**src/rtl/alu_ctrl_pkg.sv**
```systemverilog
// Shared definitions for the two-requester ALU arbiter: FSM encodings, requester ids,
// the latched-operand record and the grant-selection helper.
// Pure declarations; no logic, no latency, no flow control of its own.
package alu_ctrl_pkg;

    // FSM states of the arbiter; encodings are fixed so waveforms and logs stay readable.
    typedef enum logic [1:0] {
        ST_IDLE = 2'd0,
        ST_EXEC = 2'd1,
        ST_RESP = 2'd2
    } state_t;

    // Requester identifiers; also the encoding used for rsp_id and the priority pointer.
    localparam logic REQ_ID0 = 1'b0;
    localparam logic REQ_ID1 = 1'b1;

    // One accepted operation as latched from the winning requester.
    typedef struct packed {
        logic [3:0] a;
        logic [3:0] b;
        logic [3:0] op;
    } alu_opnd_t;

    // Picks the winner among the valid requesters. With both valid, round-robin
    // follows the pointer and fixed priority always favours requester 0. A lone
    // valid requester always wins regardless of the pointer.
    function automatic logic pick_grant(input logic v0, input logic v1,
                                        input logic ptr, input logic fair);
        logic id;
        if (v0 && v1) begin
            id = fair ? ptr : REQ_ID0;
        end else if (v1) begin
            id = REQ_ID1;
        end else begin
            id = REQ_ID0;
        end
        return id;
    endfunction

endpackage

```
**src/rtl/ALU_4bit.sv**
```systemverilog
// Purpose: 4-bit combinational ALU with two 4-bit result outputs (x = primary, y = secondary).
// Latency: purely combinational, zero cycles.
// Backpressure: none; outputs follow inputs continuously.
//
// Ports:
//   a, b  : 4-bit operands
//   op    : 4-bit opcode
//   x, y  : 4-bit results
//
// Opcodes:
//   0 ADD : x = a+b (low nibble),      y = carry out
//   1 SUB : x = a-b (mod 16),          y = borrow (a < b)
//   2 AND : x = a & b,                 y = 0
//   3 OR  : x = a | b,                 y = 0
//   4 XOR : x = a ^ b,                 y = 0
//   5 MUL : {y,x} = a * b (full 8-bit product)
//   6 SHL : x = a << b[1:0],           y = 0
//   7 SHR : x = a >> b[1:0],           y = 0
//   8 CMP : x = (a == b),              y = (a < b)
//   9 MAX : x = max(a,b),              y = min(a,b)
//   10-15 PASS : x = a,                y = b
module ALU_4bit (
    input  logic [3:0] a,
    input  logic [3:0] b,
    input  logic [3:0] op,
    output logic [3:0] x,
    output logic [3:0] y
);

    logic [4:0] sum;
    logic [7:0] prod;

    assign sum  = {1'b0, a} + {1'b0, b};
    assign prod = {4'b0000, a} * {4'b0000, b};

    always_comb begin
        x = 4'h0;
        y = 4'h0;
        case (op)
            4'd0: begin
                x = sum[3:0];
                y = {3'b000, sum[4]};
            end
            4'd1: begin
                x = a - b;
                y = {3'b000, (a < b)};
            end
            4'd2: x = a & b;
            4'd3: x = a | b;
            4'd4: x = a ^ b;
            4'd5: begin
                x = prod[3:0];
                y = prod[7:4];
            end
            4'd6: x = a << b[1:0];
            4'd7: x = a >> b[1:0];
            4'd8: begin
                x = {3'b000, (a == b)};
                y = {3'b000, (a < b)};
            end
            4'd9: begin
                if (a > b) begin
                    x = a;
                    y = b;
                end else begin
                    x = b;
                    y = a;
                end
            end
            default: begin
                x = a;
                y = b;
            end
        endcase
    end

endmodule

```
**src/rtl/alu_rr_arbiter.sv**
```systemverilog
// Purpose: shares one ALU_4bit between two valid/ready requesters, round-robin or fixed priority.
// Latency: accept in cycle N -> rsp_valid in N+2; one operation in flight, issue interval >= 3 cycles.
// Backpressure: rsp_ready low holds the response stable in RESP; no new grant until it is taken.
//
// Ports:
//   clk, rst                      : clock, synchronous active-high reset
//   reqN_valid / reqN_ready       : requester N handshake (ready only in IDLE, combinational)
//   reqN_a, reqN_b, reqN_op       : requester N operands and opcode (sampled at grant only)
//   rsp_valid / rsp_ready         : result handshake
//   rsp_id                        : requester owning the result
//   rsp_x, rsp_y                  : registered ALU results
//   op_count                      : completed-transaction counter, wraps at 256
module alu_rr_arbiter #(
    parameter int FAIR = 1
) (
    input  logic       clk,
    input  logic       rst,

    input  logic       req0_valid,
    output logic       req0_ready,
    input  logic [3:0] req0_a,
    input  logic [3:0] req0_b,
    input  logic [3:0] req0_op,

    input  logic       req1_valid,
    output logic       req1_ready,
    input  logic [3:0] req1_a,
    input  logic [3:0] req1_b,
    input  logic [3:0] req1_op,

    output logic       rsp_valid,
    input  logic       rsp_ready,
    output logic       rsp_id,
    output logic [3:0] rsp_x,
    output logic [3:0] rsp_y,

    output logic [7:0] op_count
);

    import alu_ctrl_pkg::*;

    state_t     state_q, state_d;
    logic       ptr_q, ptr_d;        // requester favoured on the next contended grant
    logic       id_q, id_d;          // owner of the in-flight operation
    alu_opnd_t  opnd_q, opnd_d;      // latched operands; the only source for the ALU
    logic [3:0] rsp_x_q, rsp_x_d;
    logic [3:0] rsp_y_q, rsp_y_d;
    logic [7:0] cnt_q, cnt_d;

    logic       grant;
    logic [3:0] alu_x;
    logic [3:0] alu_y;

    assign grant = pick_grant(req0_valid, req1_valid, ptr_q, FAIR != 0);

    // The ALU only ever sees the latched operands, so requester inputs moving
    // after the grant cannot disturb the result being computed.
    ALU_4bit u_alu (
        .a  (opnd_q.a),
        .b  (opnd_q.b),
        .op (opnd_q.op),
        .x  (alu_x),
        .y  (alu_y)
    );

    always_comb begin
        state_d    = state_q;
        ptr_d      = ptr_q;
        id_d       = id_q;
        opnd_d     = opnd_q;
        rsp_x_d    = rsp_x_q;
        rsp_y_d    = rsp_y_q;
        cnt_d      = cnt_q;
        req0_ready = 1'b0;
        req1_ready = 1'b0;

        case (state_q)
            ST_IDLE: begin
                // Ready is suppressed under reset so no requester believes it was
                // accepted on a cycle whose state update is discarded.
                if (!rst && (req0_valid || req1_valid)) begin
                    if (grant == REQ_ID1) begin
                        req1_ready = 1'b1;
                        opnd_d     = '{a: req1_a, b: req1_b, op: req1_op};
                    end else begin
                        req0_ready = 1'b1;
                        opnd_d     = '{a: req0_a, b: req0_b, op: req0_op};
                    end
                    id_d    = grant;
                    state_d = ST_EXEC;
                end
            end

            ST_EXEC: begin
                rsp_x_d = alu_x;
                rsp_y_d = alu_y;
                state_d = ST_RESP;
            end

            ST_RESP: begin
                if (rsp_ready) begin
                    cnt_d   = cnt_q + 8'd1;
                    // Hand priority to whoever did not win this round.
                    ptr_d   = ~id_q;
                    state_d = ST_IDLE;
                end
            end

            default: begin
                state_d = ST_IDLE;
            end
        endcase
    end

    always_ff @(posedge clk) begin
        if (rst) begin
            state_q <= ST_IDLE;
            ptr_q   <= REQ_ID0;
            id_q    <= REQ_ID0;
            opnd_q  <= '0;
            rsp_x_q <= 4'h0;
            rsp_y_q <= 4'h0;
            cnt_q   <= 8'h00;
        end else begin
            state_q <= state_d;
            ptr_q   <= ptr_d;
            id_q    <= id_d;
            opnd_q  <= opnd_d;
            rsp_x_q <= rsp_x_d;
            rsp_y_q <= rsp_y_d;
            cnt_q   <= cnt_d;
        end
    end

    assign rsp_valid = (state_q == ST_RESP);
    assign rsp_id    = id_q;
    assign rsp_x     = rsp_x_q;
    assign rsp_y     = rsp_y_q;
    assign op_count  = cnt_q;

endmodule
```
**config.mk**
```make
export PLATFORM = sky130hd
export DESIGN_NAME = alu_rr_arbiter
export DESIGN_NICKNAME = d
export VERILOG_FILES = /design/src/rtl/alu_ctrl_pkg.sv /design/src/rtl/ALU_4bit.sv /design/src/rtl/alu_rr_arbiter.sv
export SDC_FILE = /design/constraint.sdc
export NUM_CORES = 1
export LEC_CHECK = 0
export ABC_AREA = 1
export CAP_MARGIN = 20
export CORE_MARGIN = 4
export CORE_UTILIZATION = 50
export DETAILED_ROUTE_END_ITERATION = 8
export PLACE_DENSITY_LB_ADDON = 0.15
export SLEW_MARGIN = 0
export SYNTH_ARGS = -nofsm -noshare
export SYNTH_HDL_FRONTEND = slang
export SYNTH_SLANG_ARGS = --single-unit
```
**constraint.sdc**
```tcl
create_clock -name clk -period 6.85 [get_ports clk]
set_clock_uncertainty 0.2 [all_clocks]
set_input_delay 2.055 -clock clk [delete_from_list [all_inputs] [get_ports clk]]
set_output_delay 2.055 -clock clk [all_outputs]
set_load 0.005 [all_outputs]
```
==> flow_summary.ini <==
[clock_tree]
cts_post_setup_buffers_inserted = 0
clock_h_tree_levels = 2
clk_path_buf_depth = 2
post_cts.resized_instances = 0
post_cts_hold_buffer_count = 0
clkSlewWorstSetupHoldPaths_ns = 0.07
cts_tree = built
cts.root.buffer_cell = clkbuf_8
insertion_delay_ns = 0.28
cts_num_sinks = 32
numCtsBuffers = 5

[detailed_routing]
drt_iter0_markers = 273
detail-route-antenna-nets = 0
vias_per_cell = 5.42
via_count = 3012
drt_first_pass_iters = 4
post-route-drc-count = 0
routed_wl_um = 7520
wl_per_cell_um = 13.5

[yosys]
synthesis.area_sq_um = 2780
synth_nets = 501
synthArstFlopShare_pct = 0
netlist.top_cell.by_area = dfxtp_1
post-synth-top-count-cell = nand2_1
yosysSeqAreaShare_pct = 23.0
yosys_warnings = 0
yosys.cell_types.count = 35
synth_seq_cells = 32
netlist_instances = 440
ys_top_cells_by_count = nand2_1 (130), nand3_1 (49), inv_1 (47)
synth_top_area_share_pct = 23.0
flip_flop_cell_with_the_highest_count_after_synthesis = dfxtp_1
post_synth_main_area_contributors = dfxtp_1 (23%), nand2_1 (18%), ha_1 (12%), nand3_1 (8.8%), inv_1 (6.3%)
syn_area_per_cell_sq_um = 6.33
count_of_flip_flops_with_a_built_in_enable_after_synthesis = 0

[worst_hold_path]
hold_end = rsp_x[0]$_SDFFE_PP0N_
whs_path_depth = 2
hold_path_startpoint = rsp_x[0]$_SDFFE_PP0N_
timing.hold.worst.class = flop to flop

[worst_setup_path]
reg2reg_depth = 14
worst-path-max-fanout = 13
timing.critical_path.from_type = input port
worstSetupPathType = input port to output pin
ff2ff_setup_slack_ns = 3.24
critical_path.reg2reg.endpoint = rsp_y[2]$_SDFFE_PP0N_
worst-endpoint-required_ns = 4.60
r2r-start = opnd_q[8]$_SDFFE_PP0P_
critical_path.endpoint_type = output pin
critical_path_arrival_ns = 3.76

[cells_and_area]
sequential_cell_area_sq_um = 641
drive_above_1_share_pct = 7.00
diodes = 0
design.final.nets = 546
synthToLayoutAreaGrowth_pct = 23.0
postLayoutCellArea_sq_um = 3420
multi_input_comb_area_sq_um = 1860
final.fill_count = 505

[grt]
gr-total-overflow = 0
grt_antenna_before_repair = 0
met1_usage_pct = 32.4
grt.met2_usage_pct = 38.5
globalRouteMet3Util_pct = 3.36
gr-usage-all-layers_pct = 23.4
vias_in_the_first_global_route = 2719
grt_first_pass_wirelength_um = 12300
busiest_layer = met2
pin_count_of_the_biggest_net_entering_global_routing = 24

[status]
run_status = finished clean

[timing]
max_slew.worst_pin.slew_ns = 0.877
slew-limit-headroom_pct = 41.2
tns_ns = 0
finalMaxSlewViolations = 0
report.final.hold_viol_count = 0
post-route-period-util_pct = 87.8
timing.final.setup_violations = 0
grt_setup_unrepaired = false
maximum_clock_rate_mhz = 166
fin_crit_ns = 6.02

[die]
top_level_ports = 49
core-area_sq_um = 5240
fp.dieArea_sq_um = 6830
placement_rows = 26
effective_utilization_at_floorplan_pct = 53.2
die_w_um = 82.6
fp.dieH_um = 82.6

[placement]
gpl.final_weighted_congestion = 0.923
detailedPlacementHpwl_um = 5930
buffer_ports.inserted = 48
post_dp_cell_area_sq_um = 3310

[flow_run]
drv.max_cap_violation_count = 0

[power]
total_leakage_power_nw = 1.68
power.density_nw_per_um2 = 159
vdd.ir_drop.worst_v = 0.0000971
[layer usage]
| layer | up-vias | part of all wire (%) |
|---|---|---|
| li1 | 1515 | - |
| met1 | 1381 | 47 |
| met2 | 107 | 46 |
| met3 | 9 | 5.3 |
| met4 | 0 | 0.90 |
| met5 | - | 0 |
[critical path, stage by stage]
cell	delay (ns)
clkdlybuf4s50_1	0.48
a21boi_1	0.22
and3_1	0.42
clkdlybuf4s50_1	0.58
[worst max path at each step]
| stage | from | to | slack, ns | cells after the start |
|---|---|---|---|---|
| global placement | req1_valid | req1_ready | 0.89 | 4 |
| finish | req1_valid | req1_ready | 0.83 | 4 |
| global route | req1_valid | req0_ready | 0.72 | 6 |
| detailed placement | req1_valid | req1_ready | 0.83 | 4 |
| floorplan | req1_valid | req0_ready | 1.95 | 5 |
| CTS | req1_valid | req1_ready | 0.82 | 4 |
[final cells by class]
type | count | area share, %
multi-input cells | 336 | 54.4
flip-flops and latches | 32 | 18.7
repair buffers | 50 | 14.5
inverters | 60 | 6.61
well taps | 70 | 2.56
clock buffers | 5 | 2.01
clock inverters | 3 | 1.24
[kinds of logic after synthesis]
family / Yosys count / share of synthesized area, %
AO/OA/AOI/OAI: 58 / 11.6
XOR/XNOR: 3 / 0.944
adder cells (fa/ha/maj): 32 / 16.0
buffers and inverters: 72 / 10.1
flip-flops: 32 / 23.0
AND/OR/NAND/NOR: 243 / 38.4
[sequential cells by signal, summed over array words and instances (netlist names)]
name / count
opnd_q: 12
op_count: 8
rsp_x: 4
rsp_y: 4
state_q: 2
ptr_q: 1
rsp_id: 1
[stage by stage]
stage               setup WS [ns]  total power (W)  instances  hold WS (ns)  util, %
finish                      0.833         0.000545        556         0.269     65.4
global route                0.716         0.000578        556         0.275     65.4
CTS                         0.818         0.000547        556         0.268     65.4
detailed placement          0.828         0.000368        548         0.256     63.3
global placement            0.890         0.000365        548         0.249     63.3
floorplan                    1.95         0.000315        440         0.246        -
[power breakdown]
group | total, W | internal (W) | switching, W
Clock | 0.000178 | 0.000108 | 0.0000701
Combinational | 0.000154 | 0.0000626 | 0.0000915
Sequential | 0.000214 | 0.000196 | 0.0000181
[cells in the final DEF, fill, tap and decap left out, drive strengths merged]
master,n
a21boi,1
fa,6
o211ai,2
o21bai,1
a21oi,24
o21ai,16
and3,2
xnor2,1
bufinv,1
o21a,1
nand3b,1
clkbuf,5
a31oi,13
nand4,4
clkinvlp,1
dfxtp,32
nor3,8
buf,2
clkinv,4
nand2,133
or2,3
nor2,41
xor2,2
ha,26
nand3,51
clkdlybuf4s50,48
inv,57
Power figures use the tool's default switching activity.
